<file path="src/rtl/clock_core_param.sv">
// HH:MM:SS timekeeper with set mode, 12/24h display, hourly chime, alarm and 6-digit segment scan.
// Latency: time fields update on the tick edge; bell and segment outputs are registered one cycle after the state they reflect.
// Backpressure: none; free-running, all inputs sampled every clk_src edge.
module clock_core_param #(
    parameter int TICK_DIV   = 100000000,
    parameter int SCAN_DIV   = 100000,
    parameter int CHIME_SECS = 5,
    parameter int ALARM_SECS = 30
) (
    input  logic       clk_src,
    input  logic       sig_reset,
    input  logic       power,
    input  logic       switch_en,
    input  logic       sig_up_sec,
    input  logic       sig_up_min,
    input  logic       sig_up_hour,
    input  logic       mode_12h,
    input  logic       alarm_en,
    input  logic [4:0] alarm_hour,
    input  logic [5:0] alarm_min,
    output logic       bell,
    output logic [7:0] seg_control,
    output logic [7:0] seg_time,
    output logic [4:0] hour_o,
    output logic [5:0] min_o,
    output logic [5:0] sec_o
);

    localparam int TW = $clog2(TICK_DIV);
    localparam int SW = $clog2(SCAN_DIV + 1);
    localparam int CW = $clog2(CHIME_SECS + 1);
    localparam int AW = $clog2(ALARM_SECS + 1);

    localparam logic [TW-1:0] TICK_LAST  = TW'(TICK_DIV - 1);
    localparam logic [TW-1:0] TICK_ONE   = TW'(1);
    localparam logic [SW-1:0] SCAN_LAST  = SW'(SCAN_DIV - 1);
    localparam logic [SW-1:0] SCAN_ONE   = SW'(1);
    localparam logic [CW-1:0] CHIME_LOAD = CW'(CHIME_SECS);
    localparam logic [CW-1:0] CHIME_ONE  = CW'(1);
    localparam logic [AW-1:0] ALARM_LOAD = AW'(ALARM_SECS);
    localparam logic [AW-1:0] ALARM_ONE  = AW'(1);

    logic [TW-1:0] tick_cnt_q, tick_cnt_d;
    logic [5:0]    sec_q, sec_d, min_q, min_d;
    logic [4:0]    hour_q, hour_d;
    logic [2:0]    btn_q;
    logic [CW-1:0] chime_q, chime_d;
    logic [AW-1:0] alarm_q, alarm_d;
    logic [SW-1:0] scan_cnt_q, scan_cnt_d;
    logic [2:0]    digit_q, digit_d;
    logic          bell_q, bell_d;
    logic [7:0]    seg_ctl_q, seg_ctl_d, seg_q, seg_d;

    logic       run, tick, set_act, hour_roll;
    logic [2:0] btn_edge;

    // Active-low 7-segment pattern for one decimal digit.
    function automatic logic [7:0] seg7(input logic [3:0] d);
        case (d)
            4'd0: return 8'hC0;
            4'd1: return 8'hF9;
            4'd2: return 8'hA4;
            4'd3: return 8'hB0;
            4'd4: return 8'h99;
            4'd5: return 8'h92;
            4'd6: return 8'h82;
            4'd7: return 8'hF8;
            4'd8: return 8'h80;
            4'd9: return 8'h90;
            default: return 8'hFF;
        endcase
    endfunction

    // Tick divider: counts only while powered and running, otherwise parked at zero.
    always_comb begin
        run        = power & switch_en;
        tick       = run && (tick_cnt_q == TICK_LAST);
        tick_cnt_d = '0;
        if (run && !tick) tick_cnt_d = tick_cnt_q + TICK_ONE;
    end

    // Time next-state: carrying count on tick, independent per-field increments on button edges in set mode.
    always_comb begin
        btn_edge  = {sig_up_hour, sig_up_min, sig_up_sec} & ~btn_q;
        set_act   = power & ~switch_en;
        sec_d     = sec_q;
        min_d     = min_q;
        hour_d    = hour_q;
        hour_roll = 1'b0;
        if (tick) begin
            if (sec_q == 6'd59) begin
                sec_d = 6'd0;
                if (min_q == 6'd59) begin
                    min_d     = 6'd0;
                    hour_roll = 1'b1;
                    hour_d    = (hour_q == 5'd23) ? 5'd0 : hour_q + 5'd1;
                end else begin
                    min_d = min_q + 6'd1;
                end
            end else begin
                sec_d = sec_q + 6'd1;
            end
        end else if (set_act) begin
            if (btn_edge[0]) sec_d  = (sec_q  == 6'd59) ? 6'd0 : sec_q  + 6'd1;
            if (btn_edge[1]) min_d  = (min_q  == 6'd59) ? 6'd0 : min_q  + 6'd1;
            if (btn_edge[2]) hour_d = (hour_q == 5'd23) ? 5'd0 : hour_q + 5'd1;
        end
    end

    // Chime and alarm countdowns; both only move on ticks, so set mode freezes them.
    always_comb begin
        chime_d = chime_q;
        if (tick && hour_roll)          chime_d = CHIME_LOAD;
        else if (tick && chime_q != '0) chime_d = chime_q - CHIME_ONE;

        alarm_d = alarm_q;
        if (!alarm_en)
            alarm_d = '0;
        else if (tick && sec_d == 6'd0 && min_d == alarm_min && hour_d == alarm_hour)
            alarm_d = ALARM_LOAD;
        else if (tick && alarm_q != '0)
            alarm_d = alarm_q - ALARM_ONE;

        bell_d = (chime_q != '0 || alarm_q != '0) && power;
    end

    // Digit scan and segment decode; outputs come from the same digit index so select and pattern stay aligned.
    always_comb begin
        logic [5:0] s_t, s_o, m_t, m_o;
        logic [4:0] hd, h_t, h_o;
        logic [3:0] val;
        logic       dp;

        scan_cnt_d = scan_cnt_q;
        digit_d    = digit_q;
        if (power) begin
            if (scan_cnt_q == SCAN_LAST) begin
                scan_cnt_d = '0;
                digit_d    = (digit_q == 3'd5) ? 3'd0 : digit_q + 3'd1;
            end else begin
                scan_cnt_d = scan_cnt_q + SCAN_ONE;
            end
        end

        hd = hour_q;
        if (mode_12h) begin
            if (hour_q == 5'd0)       hd = 5'd12;
            else if (hour_q > 5'd12)  hd = hour_q - 5'd12;
        end
        s_t = sec_q / 6'd10;
        s_o = sec_q % 6'd10;
        m_t = min_q / 6'd10;
        m_o = min_q % 6'd10;
        h_t = hd / 5'd10;
        h_o = hd % 5'd10;

        val = 4'd0;
        dp  = 1'b0;
        case (digit_q)
            3'd0: val = s_o[3:0];
            3'd1: val = s_t[3:0];
            3'd2: begin val = m_o[3:0]; dp = 1'b1; end
            3'd3: val = m_t[3:0];
            3'd4: begin val = h_o[3:0]; dp = mode_12h && (hour_q >= 5'd12); end
            3'd5: val = h_t[3:0];
            default: val = 4'd0;
        endcase

        seg_ctl_d = ~(8'h01 << digit_q);
        seg_d     = seg7(val);
        if (dp) seg_d[7] = 1'b0;
        if (!power) begin
            seg_ctl_d = 8'hFF;
            seg_d     = 8'hFF;
        end
    end

    // State registers with synchronous reset; button history tracks inputs even when unpowered.
    always_ff @(posedge clk_src) begin
        if (sig_reset) begin
            tick_cnt_q <= '0;
            sec_q      <= 6'd0;
            min_q      <= 6'd0;
            hour_q     <= 5'd0;
            btn_q      <= 3'b000;
            chime_q    <= '0;
            alarm_q    <= '0;
            scan_cnt_q <= '0;
            digit_q    <= 3'd0;
            bell_q     <= 1'b0;
            seg_ctl_q  <= 8'hFE;
            seg_q      <= 8'hC0;
        end else begin
            tick_cnt_q <= tick_cnt_d;
            sec_q      <= sec_d;
            min_q      <= min_d;
            hour_q     <= hour_d;
            btn_q      <= {sig_up_hour, sig_up_min, sig_up_sec};
            chime_q    <= chime_d;
            alarm_q    <= alarm_d;
            scan_cnt_q <= scan_cnt_d;
            digit_q    <= digit_d;
            bell_q     <= bell_d;
            seg_ctl_q  <= seg_ctl_d;
            seg_q      <= seg_d;
        end
    end

    assign bell        = bell_q;
    assign seg_control = seg_ctl_q;
    assign seg_time    = seg_q;
    assign hour_o      = hour_q;
    assign min_o       = min_q;
    assign sec_o       = sec_q;

endmodule

</file>
<file path="config.mk">
export PLATFORM = sky130hd
export DESIGN_NAME = clock_core_param
export DESIGN_NICKNAME = d
export VERILOG_FILES = /design/src/rtl/clock_core_param.sv
export SDC_FILE = /design/constraint.sdc
export NUM_CORES = 1
export LEC_CHECK = 0
export CAP_MARGIN = 20
export CORE_MARGIN = 5
export CORE_UTILIZATION = 55
export CTS_CLUSTER_DIAMETER = 50
export DETAILED_ROUTE_END_ITERATION = 7
export GPL_TIMING_DRIVEN = 0
export MAX_ROUTING_LAYER = met4
export PLACE_DENSITY = 0.85
export SLEW_MARGIN = 20
export SYNTH_ARGS = -nofsm -noshare
export SYNTH_HDL_FRONTEND = slang
export SYNTH_SLANG_ARGS = --single-unit
</file>
<file path="constraint.sdc">
create_clock -name clk_src -period 13.8 [get_ports clk_src]
set_input_delay 2.76 -clock clk_src [delete_from_list [all_inputs] [get_ports clk_src]]
set_output_delay 2.76 -clock clk_src [all_outputs]
set_load 0.05 [all_outputs]
</file>
==> run summary <==
Initial antenna violation count = 0
EDFF count, synth = 0
Max-cap violation count = 0
Number of global-route vias before repair = 5,455
Critical path fanouts, max = 10
WS Path Type = primary input to flop
R2R Path Start = hour_o[2]
Clock transition at path regs = 90 ps
CTS resizes = 0
Total global routing overflow = 0
Switch share = 25.31%
Root Buffer = clkbuf_8
CP Launch Point = mode_12h
# placed instances = 887
Post-synth cell types = 90
Largest net degree at the start of global routing = 14
Sequential fraction of design power = 57.5%
Violation count after the first detailed-route iteration = 441
Post-cts hold buffer count = 0
Status = finished, final reports clean
Max_slew headroom = 40.51%
Setup crit end kind = flop
CP Launch Type = primary input
Final Setup Violations = 0
Required time of the critical path = 14,030 ps
Syn. warnings = 0
Skew final = 11.82 ps
Fmax = 0.1497 GHz
Die area = 0.01248 mm²
Initial core utilization = 55.63%
CTS buffer count = 9
Slew @ Worst Pin = 884.2 ps
Placer Congestion = 0.9195
Finished Layout Cells = 901
Chip Width = 111.7 µm
Core area = 0.01023 mm²
R2R setup slack = 8730 ps
Nets = 807
Synth Register Bits = 92
Layout cells sized above 1 = 7.974%
First-pass GRT wire length = 25.16 mm
Worst hold path class = flop to flop
Final hold vios = 0
Sw Pwr = 119.4 µW
Post-synthesis sequential area ratio = 32.36%
Mapped Avg Cell Area = 8.143 µm²
Overall Power = 471.8 µW
Ys async rst share = 0%
Cell Rows = 37
Placed Area = 0.006382 mm²
Post-DP HPWL = 11.49 mm
Cell depth of the worst hold path = 2
Net count after synthesis = 744
Clk Latency, worst-skew pair = 370 ps
Combinational Power Share = 8.3%
Drt total wl = 15.07 mm
Vias = 5,398
Cell internal pwr = 352.4 µW
# IOs = 54
Main flop type after synthesis = dfxtp_1
N_diodes = 0
Drt via density = 5.991
Gr usage total = 24.98%
Post-CTS Setup Bufs = 0
Minimum clock period after layout = 6680 ps
Arrival @ worst endpoint = 6910 ps
Routed len/inst = 16.72 µm
R2r worst-path depth = 23
Lkg Pwr = 0.002375 µW
Clk sink count = 92
Drt drc = 0
Setup TNS = 0 ps
Clock power share = 34.2%
H-tree levels = 3
Initial DRT Pass Iterations = 5
Antenna-violating nets left = 0
Synth Cell Area = 0.005692 mm²
Max IR drop VDD = 51.88 µV
Die Span Y = 111.7 µm
Hold_ws = 484.9 ps
CTS tree = built
Hold path start = alarm_q[4]
RSZ-0062 raised after global routing = false
CTS Buffer Depth = 2
Tcrit/Tclk final = 48.41%
Post-Syn Instances = 699
Area Growth Syn to Fin = 14.90%
Max-slew violations = 0
Final instance area = 0.006540 mm²
Port Buffers = 52
Pwr per Cell Area = 72.13 mW/mm²
==> final timing paths <==
kind,end
worst max register to register,seg_time[1]
worst min-delay path,alarm_q[4]
worst min register to register,alarm_q[4]
worst max-delay path,seg_time[1]
==> power by group through the flow <==
stage	registers, µW	logic [µW]	clock network [µW]
6_report	271	39.2	161
5_1_grt	272	41.6	175
4_1_cts	271	39.0	164
3_5_place_dp	277	38.7	0
3_3_place_gp	277	37.5	0
2_1_floorplan	283	16.7	0
==> cell families (layout without fill, tap and decap cells) <==
group | after synthesis | after routing | share of synthesized area [%]
fa+ha+maj | 25 | 25 | 5.496
compound gates | 157 | 157 | 20.44
buf+inv | 60 | 126 | 4.638
mux | 7 | 7 | 1.341
xor+xnor | 52 | 52 | 8.002
flops | 92 | 92 | 32.36
simple gates | 306 | 306 | 27.72
==> layout make-up <==
cell class / instances / area [µm²]
buffer: 30 / 151.4
sequential: 92 / 1842
timing repair buffer: 52 / 520.5
clock buffer: 12 / 145.1
tap: 136 / 170.2
inverter: 30 / 112.6
multi-input combinational: 547 / 3586
clock inverter: 2 / 12.51
fill: 868 / 3691
==> routing by layer <==
metal | vias up | track usage (%) | wire length (µm)
met3 | 53 | 5.109 | 924
met4 | 0 | 10.54 | 442
li1 | 2624 | - | -
met2 | 197 | 43.69 | 7610
met1 | 2524 | 27.51 | 6089
met5 | - | - | 0
==> sequential cells by signal (all words and copies together) (netlist names) <==
signal       cells
tick_cnt_q      27
btn_q            3
sec_o            6
hour_o           5
alarm_q          5
chime_q          3
bell             1
scan_cnt_q      17
seg_control      8
seg_time         8
min_o            6
digit_q          3
==> cell usage after synthesis, drive strengths merged, types with 15 or more instances <==
cell,count,area [µm²]
nor2,97,374.1
dfxtp,92,1842
nand2,55,209.0
a21oi,39,202.7
o21ai,36,180.2
nand3,31,155.2
xor2,30,262.8
inv,29,108.9
ha,25,312.8
xnor2,22,192.7
buf,17,102.6
or3,15,93.84
==> cell usage in the layout, fill, tap and decap left out, types with 8 or more instances in the layout <==
| master | netlist | routed |
|---|---|---|
| nor2b_1 | 13 | 13 |
| or3_1 | 15 | 15 |
| o21ai_1 | 10 | 10 |
| clkbuf_8 | 0 | 10 |
| o21ai_0 | 26 | 26 |
| nand4_1 | 13 | 13 |
| clkdlybuf4s50_1 | 0 | 52 |
| and3_1 | 14 | 14 |
| o211ai_1 | 8 | 8 |
| nand2_1 | 54 | 54 |
| a21oi_1 | 37 | 37 |
| nand3_1 | 31 | 31 |
| buf_2 | 10 | 10 |
| clkbuf_1 | 13 | 15 |
| ha_1 | 25 | 25 |
| and2_1 | 10 | 10 |
| nor3_1 | 13 | 13 |
| dfxtp_1 | 92 | 92 |
| xnor2_1 | 22 | 22 |
| xor2_1 | 30 | 30 |
| inv_1 | 29 | 29 |
| nor2_1 | 95 | 95 |
==> critical path, stage by stage <==
cell and delay (ps):
buf_2 180, nand4b_1 270, o21ai_1 230, o211ai_2 180
and2_1 200, buf_4 170, a21oi_1 220, ha_1 200
o2111a_1 210, a21oi_1 70, or3_1 370, a22oi_4 210
inv_1 70, ha_1 320, nand2_1 60, a211oi_1 240
nor2_1 110, o32ai_2 220, o2111ai_1 220, a21boi_2 280
a21oi_1 120
==> stage by stage <==
step / utilization (%) / setup slack (ps)
after CTS: 63.92 / 7154
after global placement: 62.38 / 6909
after floorplan: - / 7427
after global routing: 63.92 / 6893
after detailed placement: 62.38 / 6770
final: 63.92 / 7120
No activity file was read; power rests on OpenSTA's default activity.
